$ cat src/rtl/mem_port_arbiter_if.sv
`default_nettype none
// +----------------------------------------------------------------------------+
// | Module   : mem_port_arbiter_if                                             |
// | Purpose  : Bundles the fetch, data and memory-bus handshakes of            |
// |            mem_port_arbiter into one interface.                            |
// | Modports : master - arbiter view (drives the memory bus, the completion    |
// |                     pulses, the read data and the stall requests)          |
// |            slave  - environment view (pipeline stages plus memory)         |
// | Signals  : if_req/if_addr/if_kill -> if_rdata/if_ready    fetch port       |
// |            dm_req/we/be/addr/wdata -> dm_rdata/dm_ready   data port        |
// |            bus_req/we/be/addr/wdata <- bus_rdata/bus_ack  memory bus       |
// |            stall_if, stall_mem                            hazard requests  |
// | Revision : 1.0 - initial release                                           |
// +----------------------------------------------------------------------------+
interface mem_port_arbiter_if #(
    parameter int AW = 32,
    parameter int DW = 32
);
    // Fetch port
    logic              if_req;
    logic [AW-1:0]     if_addr;
    logic              if_kill;
    logic [DW-1:0]     if_rdata;
    logic              if_ready;
    // Data port
    logic              dm_req;
    logic              dm_we;
    logic [DW/8-1:0]   dm_be;
    logic [AW-1:0]     dm_addr;
    logic [DW-1:0]     dm_wdata;
    logic [DW-1:0]     dm_rdata;
    logic              dm_ready;
    // Memory bus
    logic              bus_req;
    logic              bus_we;
    logic [DW/8-1:0]   bus_be;
    logic [AW-1:0]     bus_addr;
    logic [DW-1:0]     bus_wdata;
    logic [DW-1:0]     bus_rdata;
    logic              bus_ack;
    // Hazard-unit stall requests
    logic              stall_if;
    logic              stall_mem;

    modport master (
        input  if_req, if_addr, if_kill,
        output if_rdata, if_ready,
        input  dm_req, dm_we, dm_be, dm_addr, dm_wdata,
        output dm_rdata, dm_ready,
        output bus_req, bus_we, bus_be, bus_addr, bus_wdata,
        input  bus_rdata, bus_ack,
        output stall_if, stall_mem
    );

    modport slave (
        output if_req, if_addr, if_kill,
        input  if_rdata, if_ready,
        output dm_req, dm_we, dm_be, dm_addr, dm_wdata,
        input  dm_rdata, dm_ready,
        input  bus_req, bus_we, bus_be, bus_addr, bus_wdata,
        output bus_rdata, bus_ack,
        input  stall_if, stall_mem
    );
endinterface
`default_nettype wire

$ cat src/rtl/mem_port_arbiter.sv
`default_nettype none
// +----------------------------------------------------------------------------+
// | Module   : mem_port_arbiter                                                |
// | Purpose  : Shares one single-ported memory bus between the fetch (IF) and  |
// |            load/store (MEM) stages. Transactions are serialised, the      |
// |            losing stage is held through stall_if / stall_mem and read     |
// |            data is returned with a one-cycle ready pulse.                  |
// | Ports    : clk     - rising-edge clock                                     |
// |            rst_n   - asynchronous active-low reset                         |
// |            mp      - mem_port_arbiter_if.master (fetch, data, bus, stalls) |
// | Params   : AW, DW        - address / data width (must match mp)            |
// |            MAX_DM_BURST  - data grants allowed while fetch waits           |
// | Options  : ARB_FETCH_FAIR_EN - when defined, a saturating counter lets a   |
// |            waiting fetch win after MAX_DM_BURST data grants; otherwise     |
// |            data always has priority.                                       |
// | Revision : 1.0 - initial release                                           |
// +----------------------------------------------------------------------------+
module mem_port_arbiter #(
    parameter int AW           = 32,
    parameter int DW           = 32,
    parameter int MAX_DM_BURST = 4
) (
    input  wire logic           clk,
    input  wire logic           rst_n,
    mem_port_arbiter_if.master  mp
);

    localparam int BW = DW / 8;

    typedef enum logic [1:0] {
        ST_IDLE    = 2'd0,
        ST_IF_BUSY = 2'd1,
        ST_DM_BUSY = 2'd2
    } state_t;

    state_t             state_q;
    logic               bus_req_q;
    logic               bus_we_q;
    logic [BW-1:0]      bus_be_q;
    logic [AW-1:0]      bus_addr_q;
    logic [DW-1:0]      bus_wdata_q;
    logic               if_ready_q;
    logic               dm_ready_q;
    logic [DW-1:0]      if_rdata_q;
    logic [DW-1:0]      dm_rdata_q;
    logic               kill_q;

    logic               w_if_elig;
    logic               w_dm_elig;
    logic               w_grant_if;
    logic               w_grant_dm;
    logic               w_kill;

    // A requester whose ready pulse is showing still holds req for the
    // transaction just finished, so it must not be granted again that cycle.
    assign w_if_elig = mp.if_req & ~if_ready_q;
    assign w_dm_elig = mp.dm_req & ~dm_ready_q;

`ifdef ARB_FETCH_FAIR_EN
    localparam int CNT_W = $clog2(MAX_DM_BURST + 1);
    localparam logic [CNT_W-1:0] C_CNT_MAX = CNT_W'(MAX_DM_BURST);

    logic [CNT_W-1:0]   burst_q;
    logic [CNT_W-1:0]   burst_d;

    // Fetch overrides data once the data side has used up its burst allowance.
    assign w_grant_if = w_if_elig & (~w_dm_elig | (burst_q == C_CNT_MAX));

    always_comb begin
        burst_d = burst_q;
        if (state_q == ST_IDLE) begin
            if (w_grant_if || !mp.if_req) begin
                burst_d = '0;
            end else if (w_grant_dm && (burst_q != C_CNT_MAX)) begin
                burst_d = burst_q + 1'b1;
            end
        end
    end

    always_ff @(posedge clk or negedge rst_n) begin
        if (!rst_n) begin
            burst_q <= '0;
        end else begin
            burst_q <= burst_d;
        end
    end
`else
    assign w_grant_if = w_if_elig & ~w_dm_elig;
`endif

    assign w_grant_dm = w_dm_elig & ~w_grant_if;

    // Kill seen earlier in the transaction or in the ack cycle itself.
    assign w_kill = kill_q | mp.if_kill;

    always_ff @(posedge clk or negedge rst_n) begin
        if (!rst_n) begin
            state_q     <= ST_IDLE;
            bus_req_q   <= 1'b0;
            bus_we_q    <= 1'b0;
            bus_be_q    <= '0;
            bus_addr_q  <= '0;
            bus_wdata_q <= '0;
            if_ready_q  <= 1'b0;
            dm_ready_q  <= 1'b0;
            if_rdata_q  <= '0;
            dm_rdata_q  <= '0;
            kill_q      <= 1'b0;
        end else begin
            // Ready outputs are single-cycle pulses.
            if_ready_q <= 1'b0;
            dm_ready_q <= 1'b0;
            case (state_q)
                ST_IDLE: begin
                    kill_q <= 1'b0;
                    if (w_grant_if) begin
                        state_q     <= ST_IF_BUSY;
                        bus_req_q   <= 1'b1;
                        bus_we_q    <= 1'b0;
                        bus_be_q    <= '1;
                        bus_addr_q  <= mp.if_addr;
                        bus_wdata_q <= '0;
                    end else if (w_grant_dm) begin
                        state_q     <= ST_DM_BUSY;
                        bus_req_q   <= 1'b1;
                        bus_we_q    <= mp.dm_we;
                        bus_be_q    <= mp.dm_be;
                        bus_addr_q  <= mp.dm_addr;
                        bus_wdata_q <= mp.dm_wdata;
                    end
                end
                ST_IF_BUSY: begin
                    if (mp.bus_ack) begin
                        // A squashed fetch still finishes on the bus but is
                        // never reported back to the pipeline.
                        if (!w_kill) begin
                            if_rdata_q <= mp.bus_rdata;
                            if_ready_q <= 1'b1;
                        end
                        bus_req_q <= 1'b0;
                        kill_q    <= 1'b0;
                        state_q   <= ST_IDLE;
                    end else if (mp.if_kill) begin
                        kill_q <= 1'b1;
                    end
                end
                ST_DM_BUSY: begin
                    if (mp.bus_ack) begin
                        dm_rdata_q <= mp.bus_rdata;
                        dm_ready_q <= 1'b1;
                        bus_req_q  <= 1'b0;
                        state_q    <= ST_IDLE;
                    end
                end
                default: begin
                    bus_req_q <= 1'b0;
                    kill_q    <= 1'b0;
                    state_q   <= ST_IDLE;
                end
            endcase
        end
    end

    assign mp.bus_req   = bus_req_q;
    assign mp.bus_we    = bus_we_q;
    assign mp.bus_be    = bus_be_q;
    assign mp.bus_addr  = bus_addr_q;
    assign mp.bus_wdata = bus_wdata_q;
    assign mp.if_ready  = if_ready_q;
    assign mp.if_rdata  = if_rdata_q;
    assign mp.dm_ready  = dm_ready_q;
    assign mp.dm_rdata  = dm_rdata_q;

    assign mp.stall_if  = mp.if_req & ~if_ready_q;
    assign mp.stall_mem = mp.dm_req & ~dm_ready_q;

endmodule
`default_nettype wire

$ cat src/flat_wrapper.sv
// flat-port wrapper written by rule: the top's interface ports become plain ports
module mem_port_arbiter_flat 
#(
    parameter int AW           = 32,
    parameter int DW           = 32,
    parameter int MAX_DM_BURST = 4
)
  (clk, rst_n, mp_if_req, mp_if_addr, mp_if_kill, mp_if_rdata, mp_if_ready, mp_dm_req, mp_dm_we, mp_dm_be, mp_dm_addr, mp_dm_wdata, mp_dm_rdata, mp_dm_ready, mp_bus_req, mp_bus_we, mp_bus_be, mp_bus_addr, mp_bus_wdata, mp_bus_rdata, mp_bus_ack, mp_stall_if, mp_stall_mem);
  mem_port_arbiter_if #(.AW(AW), .DW(DW)) mp_i ();
  input  wire logic clk;
  input  wire logic rst_n;
  input wire logic [$bits(mp_i.if_req)-1:0] mp_if_req;
  input wire logic [$bits(mp_i.if_addr)-1:0] mp_if_addr;
  input wire logic [$bits(mp_i.if_kill)-1:0] mp_if_kill;
  output wire logic [$bits(mp_i.if_rdata)-1:0] mp_if_rdata;
  output wire logic [$bits(mp_i.if_ready)-1:0] mp_if_ready;
  input wire logic [$bits(mp_i.dm_req)-1:0] mp_dm_req;
  input wire logic [$bits(mp_i.dm_we)-1:0] mp_dm_we;
  input wire logic [$bits(mp_i.dm_be)-1:0] mp_dm_be;
  input wire logic [$bits(mp_i.dm_addr)-1:0] mp_dm_addr;
  input wire logic [$bits(mp_i.dm_wdata)-1:0] mp_dm_wdata;
  output wire logic [$bits(mp_i.dm_rdata)-1:0] mp_dm_rdata;
  output wire logic [$bits(mp_i.dm_ready)-1:0] mp_dm_ready;
  output wire logic [$bits(mp_i.bus_req)-1:0] mp_bus_req;
  output wire logic [$bits(mp_i.bus_we)-1:0] mp_bus_we;
  output wire logic [$bits(mp_i.bus_be)-1:0] mp_bus_be;
  output wire logic [$bits(mp_i.bus_addr)-1:0] mp_bus_addr;
  output wire logic [$bits(mp_i.bus_wdata)-1:0] mp_bus_wdata;
  input wire logic [$bits(mp_i.bus_rdata)-1:0] mp_bus_rdata;
  input wire logic [$bits(mp_i.bus_ack)-1:0] mp_bus_ack;
  output wire logic [$bits(mp_i.stall_if)-1:0] mp_stall_if;
  output wire logic [$bits(mp_i.stall_mem)-1:0] mp_stall_mem;
  assign mp_i.if_req = mp_if_req;
  assign mp_i.if_addr = mp_if_addr;
  assign mp_i.if_kill = mp_if_kill;
  assign mp_if_rdata = mp_i.if_rdata;
  assign mp_if_ready = mp_i.if_ready;
  assign mp_i.dm_req = mp_dm_req;
  assign mp_i.dm_we = mp_dm_we;
  assign mp_i.dm_be = mp_dm_be;
  assign mp_i.dm_addr = mp_dm_addr;
  assign mp_i.dm_wdata = mp_dm_wdata;
  assign mp_dm_rdata = mp_i.dm_rdata;
  assign mp_dm_ready = mp_i.dm_ready;
  assign mp_bus_req = mp_i.bus_req;
  assign mp_bus_we = mp_i.bus_we;
  assign mp_bus_be = mp_i.bus_be;
  assign mp_bus_addr = mp_i.bus_addr;
  assign mp_bus_wdata = mp_i.bus_wdata;
  assign mp_i.bus_rdata = mp_bus_rdata;
  assign mp_i.bus_ack = mp_bus_ack;
  assign mp_stall_if = mp_i.stall_if;
  assign mp_stall_mem = mp_i.stall_mem;
  mem_port_arbiter #(.AW(AW), .DW(DW), .MAX_DM_BURST(MAX_DM_BURST)) u_core (.clk(clk), .rst_n(rst_n), .mp(mp_i));
endmodule
$ cat config.mk
export PLATFORM = sky130hd
export DESIGN_NAME = mem_port_arbiter_flat
export DESIGN_NICKNAME = d
export VERILOG_FILES = /design/src/rtl/mem_port_arbiter_if.sv /design/src/rtl/mem_port_arbiter.sv /design/src/flat_wrapper.sv
export SDC_FILE = /design/constraint.sdc
export NUM_CORES = 1
export LEC_CHECK = 0
export CAP_MARGIN = 20
export CORE_ASPECT_RATIO = 0.5
export CORE_MARGIN = 2
export CORE_UTILIZATION = 35
export CTS_CLUSTER_DIAMETER = 60
export DETAILED_ROUTE_END_ITERATION = 16
export HOLD_SLACK_MARGIN = 0.1
export PLACE_DENSITY = 0.77
export SLEW_MARGIN = 5
export SYNTH_ARGS = -nofsm -noshare
export SYNTH_HDL_FRONTEND = slang
export SYNTH_SLANG_ARGS = --single-unit
$ cat constraint.sdc
create_clock -name clk -period 1.5 [get_ports clk]
set_input_delay 0.45 -clock clk [delete_from_list [all_inputs] [get_ports clk]]
set_output_delay 0.45 -clock clk [all_outputs]
set_load 0.02 [all_outputs]
### After elaboration in Yosys (flattened, before gate mapping)

Cells that the tools add are included.

* multiplexer cells: 24
* reductions and logical operators: 8
* equality and inequality tests: 5
* bitwise logic cells: 11

Operators with widths (number)
* 32-bit two-way mux: 4
* 1-bit two-way mux: 12
* 4-bit two-way mux: 2
* 2-bit AND reduction: 4
* 2-bit two-way mux: 3
* 1-bit NOT: 6
* 1-bit bitwise AND: 4
* 1-bit one-hot mux with 2 select lines: 2
* 2-bit one-hot mux with 2 select lines: 1
* 3-bit by 1-bit inequality test with 1-bit output, second input constant: 1
* 3-bit inequality test, second input constant: 1
* 3-bit AND reduction: 1
* 2-bit by 1-bit equality test with 1-bit output, second input constant: 1
* 2-bit equality test, second input constant: 1
* 2-bit logical NOT: 1
* 2-bit by 1-bit inequality test with 1-bit output, second input constant: 1
* 2-bit nonzero test: 1
* 2-bit OR reduction: 1
* 1-bit OR: 1

* input bits: 139
* register bits after elaboration: 139
* output and inout bits: 138

### Logic depth before layout (Yosys ltp)

Gate-level depths: netlist of run 1.

* depth in word-level cells: 9
* gate-level depth with buffers: 7
* gate-level depth less buffers: 5

### Worst setup path after synthesis of run 1

OpenSTA, ideal clock, no wires.

* path type: register to register
* from: register u_core.state_q[1]
* to: register u_core.if_rdata_q[10], in the netlist u_core.mp.if_rdata[10]
* arrival: 1.504 ns
* path buffers: 2
* cell stages (with the launch flop): 7
* library setup time: 0.125 ns
* slack: -0.129 ns
* cell sequence: dfrtp_1 -> inv_1 -> ha_1 -> nor4bb_1 -> buf_2 -> buf_4 -> mux2_2

* longest elaborated chain between the ends: 2

RTL lines
* start: declaration: line mem_port_arbiter.sv:36 `state_t state_q;`
* start signal: assignment: line mem_port_arbiter.sv:98 `state_q <= ST_IDLE;`
* start signal: assignment: line mem_port_arbiter.sv:117 `state_q <= ST_IF_BUSY;`
* start signal: assignment: line mem_port_arbiter.sv:124 `state_q <= ST_DM_BUSY;`
* 2-bit by 1-bit equality test with 1-bit output: line mem_port_arbiter.sv:113 `case (state_q)`
* 3-bit AND reduction (no line)
* end signal: assignment: line mem_port_arbiter.sv:137 `if_rdata_q <= mp.bus_rdata;`
* end: declaration: line mem_port_arbiter.sv:44 `logic [DW-1:0] if_rdata_q;`

No other way between the ends.
A chain may end at the register's enable or synchronous reset.

### Worst setup path after layout of run 1

* from: register u_core.state_q[0]
* to: register u_core.if_rdata_q[5], in the netlist u_core.mp.if_rdata[5]

The elaborated chain is that of the path after synthesis.

==> flow_summary_export.csv, run 1 <==
group,metric,value,unit
die,fp.dieArea,16500,um2
logic_synthesis,syn_area,5400,um2
routing,vias_per_cell,4.98,
cells_and_area,synthToLayoutAreaGrowth,77.4,%
die,dieWidth,180,um
min_path,min-delay-start,"u_core.mp.bus_be[2]$_DFFE_PN0P_",
logic_synthesis,synth.net_count,500,
sta,worst_clock_skew,0.0132,ns
cts,cts.sinks,139,
sta,timing_worst_slew_pin_value,0.417,ns
power_and_ir_drop,total_leakage_power,4.62,nW
worst_setup_path,critPathRequiredTime,1.79,ns
worst_setup_path,critPathCaptureType,"flip-flop",
cts,clock_tree.htree_level_count,4,
worst_setup_path,start_kind,"flip-flop",
min_path,hold_crit_endpoint,"u_core.mp.bus_be[2]$_DFFE_PN0P_",
logic_synthesis,ys.flop_type,"dfrtp_1",
worst_setup_path,critical_path.reg2reg.startpoint,"u_core.state_q[0]$_DFFE_PN0P_",
sta,max_slew_margin,0.722,
logic_synthesis,ys_seq_elements,139,
logic_synthesis,syn_inst,358,
cells_and_area,fin_nets,835,
logic_synthesis,synth-edff-count,0,
placed_design,detailedPlace.worstSlack,-0.657,ns
sta,final_hold_viol_count,0,
cts,skew_pair_late_insertion_delay,0.41,ns
logic_synthesis,synth_top_cell_area_share,0.644,
logic_synthesis,synth_top_area_cell,"dfrtp_1",
cts,cts_buffer_count,17,
routing,antenna_violating_nets_post_route,0,
placed_design,placedInstanceArea,8680,um2
logic_synthesis,syn-mean-instance-area,15.1,um2
routing,drt_pre_antenna_iters,4,
run_status,violations,"negative setup slack",
cells_and_area,layout.core_utilization,0.628,
sta,slew_limit_fails,0,
sta,setup_slack,-0.263,ns
cts,clock_slew_at_the_register_clock_pins_of_the_worst_setup_and_hold_paths,0.06,ns
worst_setup_path,crit_chain,"buf_6, ha_4, nor4bb_4, buf_4, clkbuf_16, mux2_4",
routing,drt-initial-drc-count,190,
global_route,antenna_found_initial,1,
worst_setup_path,cp_data_arrival_time,2.05,ns
worst_setup_path,timing_worst_setup_path_type,"flip-flop to flip-flop",
min_path,worstHoldPathType,"flip-flop to flip-flop",
global_route,grt_util_all_layers,0.210,
placed_design,port-buffer-count,276,
sta,clock.fmax,0.567,GHz
routing,post-route-drc-count,0,
cells_and_area,leading_cell_type_in_the_layout_fill_and_taps_excluded,"dfrtp_1",
die,num_rows,32,
worst_setup_path,rrSetupSlack,-0.26,ns
cts,ctsLongestPathBuffers,2,
global_route,overflow_left_after_global_routing,0,
run_status,outcome,"finished with violations",
power_and_ir_drop,irDropWorstVdd,1010,uV
worst_setup_path,critical_path.slowest_cell,"dfrtp_1",
logic_synthesis,yosysSeqAreaShare,0.644,
sta,rsz0062_at_grt,"yes",
cts,cts_tree,"built",
worst_setup_path,timing.rr.end,"u_core.mp.if_rdata[5]$_DFFE_PN0P_",
worst_setup_path,slowest_delay,0.42,ns
placed_design,dp_hpwl,11900,um
logic_synthesis,yosys_warnings,0,
global_route,first_global_vias,4561,
global_route,grt_first_pass_wirelength,26800,um
cts,clock-root-buffer,"clkbuf_16",
worst_setup_path,ff2ff_path_depth,6,
die,core_area,15300,um2
die,start_util,0.354,
routing,wire_per_inst,21.3,um
sta,timing.final.crit_share,1.18,
cells_and_area,fraction_of_final_layout_cells_sized_beyond_drive_strength_1,0.482,
placed_design,place.gp.congestion,0.810,
global_route,grt_max_degree,39,
sta,timing.final.crit_period,1.76,ns
routing,total_detailed_routing_wirelength,19400,um
logic_synthesis,post_synth_main_area_contributors,"dfrtp_1 (64%), mux2_2 (13%), a221o_1 (5.9%)",
cells_and_area,layout_common_cells,"dfrtp_1 (138), clkdlybuf4s50_1 (134), buf_2 (134)",
die,io-pin-count,277,
power_and_ir_drop,power-per-cell-area,2250,nW/um2
die,die_y,91.9,um
cells_and_area,finalInstanceArea,9590,um2
logic_synthesis,postSynth.asyncResetShare,1.00,
routing,route.vias.total,4536,
logic_synthesis,synth.distinct_cells,27,
sta,setup_violations,105,
worst_setup_path,maximum_net_fanout_on_the_critical_path,8,
flow_run,max-cap-violations,0,
min_path,worstHoldPathCells,1,
cells_and_area,n_fill_cell,1149,
==> Yosys cell counts (3+ instances only) <==
cell type	n
and2_0	15
a221o_1	32
a22o_1	33
buf_4	3
dfrtp_1	139
inv_1	5
buf_2	15
a21oi_1	5
mux2_2	64
and2_1	17
o22a_1	5
buf_6	5
ha_1	3
==> state kept, by name, indices dropped and copies added, names as in the netlist <==
register,cells
u_core.kill_q,1
u_core.mp.if_rdata,32
u_core.mp.if_ready,1
u_core.mp.bus_req,1
u_core.mp.bus_be,4
u_core.mp.dm_rdata,32
u_core.state_q,2
u_core.mp.bus_wdata,32
u_core.mp.bus_addr,32
u_core.mp.bus_we,1
u_core.mp.dm_ready,1
==> final cells by class <==
cell class / count / area [um2] / share of cell area
clock inverters: 14 / 146 / 0.0153
diodes: 1 / 2.50 / 0.000261
clock buffers: 18 / 439 / 0.0458
repair buffers: 340 / 3110 / 0.324
multi-input cells: 188 / 2130 / 0.222
well taps: 204 / 255 / 0.0266
flip-flops and latches: 139 / 3480 / 0.363
inverters: 7 / 31.3 / 0.00326
==> worst max-delay path by stage <==
stage	from	endpoint	cells after the start
global placement	mp_dm_req	mp_stall_mem	4
CTS	u_core.state_q[1]$_DFFE_PN0P_	u_core.mp.if_rdata[26]$_DFFE_PN0P_	5
finish	u_core.state_q[0]$_DFFE_PN0P_	u_core.mp.if_rdata[5]$_DFFE_PN0P_	6
global route	u_core.state_q[1]$_DFFE_PN0P_	u_core.mp.if_rdata[5]$_DFFE_PN0P_	6
floorplan	u_core.state_q[1]$_DFFE_PN0P_	u_core.mp.if_rdata[10]$_DFFE_PN0P_	6
detailed placement	mp_dm_req	mp_stall_mem	4
==> per-layer routing <==
layer,vias to the layer above,global-route usage,wire length (um),share of wire
met3,52,0.0397,810,0.042
met5,-,0,0,0
met1,2321,0.247,7700,0.40
met4,0,0.0982,746,0.038
li1,2001,-,-,-
met2,162,0.377,10200,0.52
==> through the flow <==
stage | std cells | setup TNS [ns] | power, mW | hold WS, ns
finish | 911 | -13.04 | 21.6 | 0.483
global route | 911 | -17.62 | 22.6 | 0.506
CTS | 885 | -13.82 | 20.3 | 0.490
detailed placement | 842 | -58.53 | 16.9 | 0.398
global placement | 842 | -55.58 | 16.7 | 0.395
floorplan | 358 | -1.49 | 11.6 | 0.154
==> cells by family (layout without fill, tap and decap cells) <==
logic type | after synthesis | in the layout | share of synthesized area
other cells | 0 | 1 | 0
mux | 64 | 64 | 0.133
buf+inv | 31 | 379 | 0.0340
flops | 139 | 139 | 0.644
compound gates | 79 | 79 | 0.130
simple gates | 42 | 42 | 0.0519
fa+ha+maj | 3 | 3 | 0.00695
==> critical path: cells and delay by family, from the launching register on <==
kind                     cells  cell delay (ns)
adder cells (fa/ha/maj)      1             0.12
buffers and inverters        3             0.52
flip-flops                   1             0.42
multiplexers                 1             0.31
AND/OR/NAND/NOR              1             0.28
==> timing repair <==
action | CTS | global route
hold buffers | 1 | 0
cloned | 6 | 14
endpoints found under the hold margin | 31 | 0
gates resized for setup | 550 | 140
setup buffers | 4 | 16
pin swaps | 3 | 59
setup endpoints to repair | 263 | 157
==> where the power goes <==
group          leakage (nW)  internal (mW)  total, mW  switching, mW
Combinational          2.64           5.36       10.8           5.46
Sequential             1.71           5.59       6.63           1.05
Clock                 0.271           2.49       4.15           1.66
Total                  4.62           13.4       21.6           8.17
Power figures use the tool's default switching activity.
==> run 2: changes to the inputs <==
Settings changed: ABC_AREA set to 1, PLACE_DENSITY 0.77 to 0.75, RECOVER_POWER set to 50, SLEW_MARGIN 5 to not set.
==> flow_summary_export.csv, run 2 <==
group,metric,value,unit
worst_setup_path,slowest_delay,0.40,ns
cells_and_area,fin_nets,1109,
worst_setup_path,start_kind,"flip-flop",
logic_synthesis,syn_inst,680,
sta,timing_worst_slew_pin_value,0.553,ns
cells_and_area,fraction_of_final_layout_cells_sized_beyond_drive_strength_1,0.213,
die,io-pin-count,277,
global_route,grt_max_degree,51,
global_route,grt_util_all_layers,0.196,
die,dieWidth,186,um
cts,cts_tree,"built",
placed_design,place.gp.congestion,0.825,
cts,clock_tree.htree_level_count,4,
routing,route.vias.total,5373,
global_route,first_global_vias,5222,
flow_run,max-cap-violations,0,
cells_and_area,leading_cell_type_in_the_layout_fill_and_taps_excluded,"nand2_1",
routing,wl_met3,784,um
die,num_rows,33,
power_and_ir_drop,total_leakage_power,4.81,nW
cells_and_area,n_fill_cell,1486,
worst_setup_path,maximum_net_fanout_on_the_critical_path,2,
run_status,violations,"negative setup slack",
logic_synthesis,synth.distinct_cells,18,
worst_setup_path,timing_worst_setup_path_type,"flip-flop to output port",
sta,max_slew_margin,0.631,
cells_and_area,synthToLayoutAreaGrowth,53.6,%
sta,clock.fmax,0.645,GHz
sta,timing.final.crit_period,1.55,ns
routing,highest-signal-layer,"met4",
cts,clock-root-buffer,"clkbuf_16",
power_and_ir_drop,power-per-cell-area,2060,nW/um2
run_status,outcome,"finished with violations",
logic_synthesis,syn_area,5770,um2
cts,cts_buffer_count,17,
logic_synthesis,postSynth.asyncResetShare,1.00,
routing,m1WireLength,7070,um
die,start_util,0.355,
worst_setup_path,critical_path.slowest_cell,"dfrtp_1",
power_and_ir_drop,total_power,18.3,mW
global_route,antenna_found_initial,0,
logic_synthesis,yosysSeqAreaShare,0.603,
cells_and_area,layout.core_utilization,0.546,
sta,worst_clock_skew,0.00821,ns
logic_synthesis,ys_seq_elements,139,
cells_and_area,layout_common_cells,"nand2_1 (335), dfrtp_1 (139), clkdlybuf4s50_1 (135)",
cts,ctsLongestPathBuffers,2,
placed_design,place.detailed.instances,1169,
min_path,worstHoldPathType,"flip-flop to flip-flop",
global_route,overflow_left_after_global_routing,0,
logic_synthesis,post_synth_main_area_contributors,"dfrtp_1 (60%), nand2_1 (22%), o21ai_0 (5.7%)",
worst_setup_path,critPathCaptureType,"output port",
routing,drt_pre_antenna_iters,6,
logic_synthesis,yosys.cell_count.top_type,"nand2_1",
power_and_ir_drop,irDropWorstVdd,896,uV
routing,antenna_violating_nets_post_route,0,
worst_setup_path,timing.critical_path.mode_cell,"inv_2",
die,core_area,16200,um2
cells_and_area,final-instance-count-excl-fill,1208,
cts,skew_pair_late_insertion_delay,0.41,ns
logic_synthesis,synth-edff-count,0,
die,fp.dieArea,17600,um2
sta,setup_violations,3,
worst_setup_path,critPathRequiredTime,1.05,ns
logic_synthesis,synth_commonest_cells,"nand2_1 (336), dfrtp_1 (139), o21ai_0 (66)",
logic_synthesis,synth_top_cell_area_share,0.603,
logic_synthesis,ys.flop_type,"dfrtp_1",
placed_design,port-buffer-count,276,
routing,met2_wirelength,9200,um
logic_synthesis,syn-mean-instance-area,8.48,um2
sta,final_hold_viol_count,0,
die,die_y,94.8,um
cells_and_area,seq_area,3480,um2
logic_synthesis,yosys_warnings,0,
global_route,grt_first_pass_wirelength,26400,um
worst_setup_path,crit_family,"flip-flops",
sta,rsz0062_at_grt,"yes",
sta,slew_limit_fails,0,
cts,cts.sinks,139,
logic_synthesis,synth_top_area_cell,"dfrtp_1",
sta,setup_slack,-0.0514,ns
worst_setup_path,path_buf_inv,3,
worst_setup_path,cp_data_arrival_time,1.10,ns
cts,clock_slew_at_the_register_clock_pins_of_the_worst_setup_and_hold_paths,0.06,ns
routing,post-route-drc-count,0,
cells_and_area,area_of_the_multi_input_gates,1890,um2
logic_synthesis,synth.net_count,822,
sta,timing.final.crit_share,1.03,
worst_setup_path,crit_chain,"inv_2, nand2_4, inv_2, buf_6",
routing,wire_per_inst,14.3,um
routing,vias_per_cell,4.45,
routing,total_detailed_routing_wirelength,17300,um
placed_design,dp_hpwl,12100,um
routing,drt-initial-drc-count,288,
==> run 2: changes by cell type after synthesis, moves of 5 or more <==
cell	change
a22o_1	-33
nand3_1	+33
nand2_1	+334
buf_2	+5
inv_1	+40
mux2_2	-64
o21ai_0	+65
o22a_1	-5
and2_1	-17
a221o_1	-32
and2_0	-15
==> run 2: worst paths after layout <==
path / start / endpoint / slack [ns] / cells after the start
max in group asynchronous: rst_n / u_core.mp.bus_wdata[17]$_DFFE_PN0P_ / 0.12 / 3
setup reg to reg: u_core.mp.if_ready$_DFF_PN0_ / u_core.mp.bus_addr[12]$_DFFE_PN0P_ / 0.04 / 8
hold reg to reg: u_core.mp.bus_req$_DFFE_PN0P_ / u_core.mp.bus_req$_DFFE_PN0P_ / 0.47 / 2
hold / removal: u_core.mp.bus_req$_DFFE_PN0P_ / u_core.mp.bus_req$_DFFE_PN0P_ / 0.47 / 2
min in group asynchronous: rst_n / u_core.mp.if_rdata[7]$_DFFE_PN0P_ / 0.57 / 2
setup / recovery: u_core.mp.dm_ready$_DFF_PN0_ / mp_stall_mem / -0.05 / 4
==> run 2: worst register-to-register path, stage by stage (launching register included) <==
cell	delay, ns
dfrtp_1	0.42
nor2_4	0.13
buf_6	0.27
nand2_2	0.12
buf_12	0.18
nand2_1	0.06
nand2_1	0.05
nand2_1	0.06
nand2_1	0.05
==> run 2: layout make-up <==
cell class,instances,share of cell area
inverter,51,0.0219
clock inverter,12,0.0130
multi-input combinational,454,0.214
clock buffer,20,0.0516
timing repair buffer,304,0.275
antenna,1,0.000282
tap,227,0.0321
sequential,139,0.393
==> run 2: metal layers <==
layer,vias up,global-route usage
met3,16,0.0455
met2,123,0.352
li1,2660,-
met1,2574,0.228
met4,0,0.0774
met5,-,0
==> run 2: metrics by stage <==
step	setup TNS (ns)	cell area [um2]	hold slack (ns)	setup slack, ns
6_report	-0.135	8860	0.471	-0.0514
2_1_floorplan	0	5770	0.154	0.125
4_1_cts	-1.10	8850	0.442	-0.0615
5_1_grt	-3.62	8860	0.488	-0.0937
3_3_place_gp	-45.24	8900	0.317	-0.683
3_5_place_dp	-48.77	8900	0.320	-0.679
==> run 2: power by group <==
group | switching, mW | total [mW] | internal [mW]
registers | 0.837 | 6.25 | 5.41
clock network | 1.64 | 4.03 | 2.38
logic | 5.14 | 7.99 | 2.85
total | 7.62 | 18.3 | 10.6
==> run 2: repair_timing <==
action                                  4_1_cts  5_1_grt
cloned                                        0        3
hold endpoints to repair                     19        0
buffers inserted                              1        1
hold buffers                                  1        0
endpoints found under the setup margin      208       76
pin swaps                                     1        1
gates resized for setup                     559       10
==> run 2: logic make-up (layout without fill, tap and decap cells) <==
family                     after synthesis  after routing  share of synthesized area
other                                    0              1                          0
AOI/OAI and AO/OA                       70             70                     0.0608
DFF                                    139            139                      0.603
adders and majority gates                3              3                    0.00651
and+or+nand+nor                        381            381                      0.261
buffers and inverters                   87            387                     0.0686
==> run 3: changes to the inputs <==
Settings changed: DONT_BUFFER_PORTS set to 1, PLACE_DENSITY 0.75 to 0.53.
==> flow_summary_export.csv, run 3 (synthesis results as in run 2) <==
group,metric,value,unit
run_status,violations,"negative hold slack, negative setup slack",
placed_design,dp_hpwl,9740,um
power_and_ir_drop,power-per-cell-area,2430,nW/um2
sta,clock.fmax,0.647,GHz
global_route,first_global_vias,4209,
power_and_ir_drop,irDropWorstVdd,1060,uV
die,start_util,0.355,
cts,clock_slew_at_the_register_clock_pins_of_the_worst_setup_and_hold_paths,0.07,ns
routing,drt-initial-drc-count,202,
sta,timing.final.crit_period,1.55,ns
routing,drt_pre_antenna_iters,6,
worst_setup_path,critical_path.slowest_cell,"dfrtp_2",
sta,final_hold_viol_count,139,
global_route,grt_util_all_layers,0.160,
sta,rsz0062_at_grt,"yes",
cts,ctsLongestPathBuffers,2,
global_route,overflow_left_after_global_routing,0,
worst_setup_path,start_kind,"flip-flop",
worst_setup_path,slowest_delay,0.43,ns
cts,cts.sinks,139,
global_route,antenna_found_initial,0,
cells_and_area,layout_common_cells,"nand2_1 (335), dfrtp_1 (138), o21ai_0 (66)",
run_status,outcome,"finished with violations",
cells_and_area,n_fill_cell,1655,
cts,clock-root-buffer,"clkbuf_16",
power_and_ir_drop,total_leakage_power,3.60,nW
cells_and_area,finalInstanceArea,6660,um2
worst_setup_path,path_buf_inv,1,
cells_and_area,fin_nets,825,
die,dieWidth,186,um
die,io-pin-count,277,
placed_design,placedInstanceArea,6030,um2
routing,route.vias.total,4273,
sta,hold_slack,-0.259,ns
sta,setup_slack,-0.0459,ns
cells_and_area,synthToLayoutAreaGrowth,15.5,%
routing,total_detailed_routing_wirelength,14100,um
cells_and_area,fraction_of_final_layout_cells_sized_beyond_drive_strength_1,0.0934,
cells_and_area,leading_cell_type_in_the_layout_fill_and_taps_excluded,"nand2_1",
cts,cts_tree,"built",
worst_setup_path,critPathRequiredTime,1.05,ns
sta,timing_worst_slew_pin_value,0.395,ns
routing,antenna_violating_nets_post_route,0,
placed_design,port-buffer-count,0,
die,core_area,16200,um2
worst_setup_path,maximum_net_fanout_on_the_critical_path,8,
worst_setup_path,cp_data_arrival_time,1.10,ns
sta,setup_violations,2,
cts,skew_pair_late_insertion_delay,0.41,ns
global_route,grt_max_degree,140,
cells_and_area,number_of_inserted_diodes,0,
die,num_rows,33,
sta,max_slew_margin,0.737,
placed_design,place.gp.congestion,0.769,
sta,timing.final.crit_share,1.03,
worst_setup_path,timing_worst_setup_path_type,"flip-flop to output port",
flow_run,max-cap-violations,0,
cts,cts_buffer_count,17,
routing,wire_per_inst,15.3,um
worst_setup_path,crit_family,"flip-flops",
min_path,worstHoldPathType,"primary input to async pin",
routing,post-route-drc-count,0,
sta,worst_clock_skew,0.00812,ns
global_route,grt_first_pass_wirelength,21700,um
worst_setup_path,critPathCaptureType,"output port",
die,die_y,94.8,um
die,fp.dieArea,17600,um2
worst_setup_path,crit_chain,"nor2_4, buf_6",
routing,vias_per_cell,4.63,
sta,slew_limit_fails,0,
power_and_ir_drop,total_power,16.2,mW
cts,clock_tree.htree_level_count,4,
[run 3: metal layers]
layer	vias to the layer above	global-route usage	share of wire
met5	-	0	0
met3	30	0.0540	0.073
met4	0	0.0847	0.033
met2	149	0.263	0.48
met1	1996	0.188	0.42
li1	2098	-	-
[run 3: power breakdown]
part | total [mW] | switching [mW] | internal (mW) | leakage [nW]
clock network | 4.17 | 1.69 | 2.48 | 0.285
logic | 3.30 | 2.05 | 1.24 | 1.57
registers | 8.69 | 3.29 | 5.40 | 1.74
total | 16.2 | 7.03 | 9.12 | 3.60
[run 3: repair_timing]
| action | CTS | global route |
|---|---|---|
| endpoints found under the setup margin | 36 | 29 |
| pin swaps | 2 | 1 |
| setup buffers | 3 | 1 |
| gates resized for setup | 4 | 4 |
| hold endpoints to repair | 139 | 139 |
[run 3: cell type report]
cell class	count	area, um2	share of cell area
multi-input combinational	454	1890	0.284
inverter	51	199	0.0299
sequential	139	3480	0.523
clock buffer	17	425	0.0639
tap	227	284	0.0427
timing repair buffer	20	213	0.0319
clock inverter	15	164	0.0246
[run 3: final timing paths]
path | to | cells after the start | slack (ns) | start
worst max-delay path | mp_stall_if | 2 | -0.05 | u_core.mp.if_ready$_DFF_PN0_
worst min-delay path | u_core.mp.dm_rdata[10]$_DFFE_PN0P_ | 0 | -0.26 | rst_n
worst max register to register | u_core.mp.dm_rdata[12]$_DFFE_PN0P_ | 5 | 0.11 | u_core.state_q[0]$_DFFE_PN0P_
worst min register to register | u_core.state_q[0]$_DFFE_PN0P_ | 2 | 0.51 | u_core.state_q[0]$_DFFE_PN0P_
max in group asynchronous | u_core.mp.bus_wdata[28]$_DFFE_PN0P_ | 0 | 1.53 | rst_n
min in group clk | u_core.mp.bus_wdata[6]$_DFFE_PN0P_ | 2 | 0.15 | mp_dm_wdata[6]
[run 3: metrics by stage]
stage / setup WS [ns] / setup TNS [ns] / util / instances
after floorplan: 0.125 / 0 / - / 680
after global placement: 0.0103 / 0 / 0.372 / 887
after detailed placement: -0.0589 / -0.916 / 0.372 / 887
after CTS: -0.0767 / -0.145 / 0.410 / 922
after global routing: -0.101 / -0.321 / 0.410 / 923
final: -0.0459 / -0.0851 / 0.410 / 923
[run 3: worst reg2reg max path, delay by kind of cell, from the launching register on]
family          cells  cell delay [ns]
fa+ha+maj           1             0.24
flops               1             0.37
buf+inv             2             0.42
simple gates        1             0.08
compound gates      1             0.15
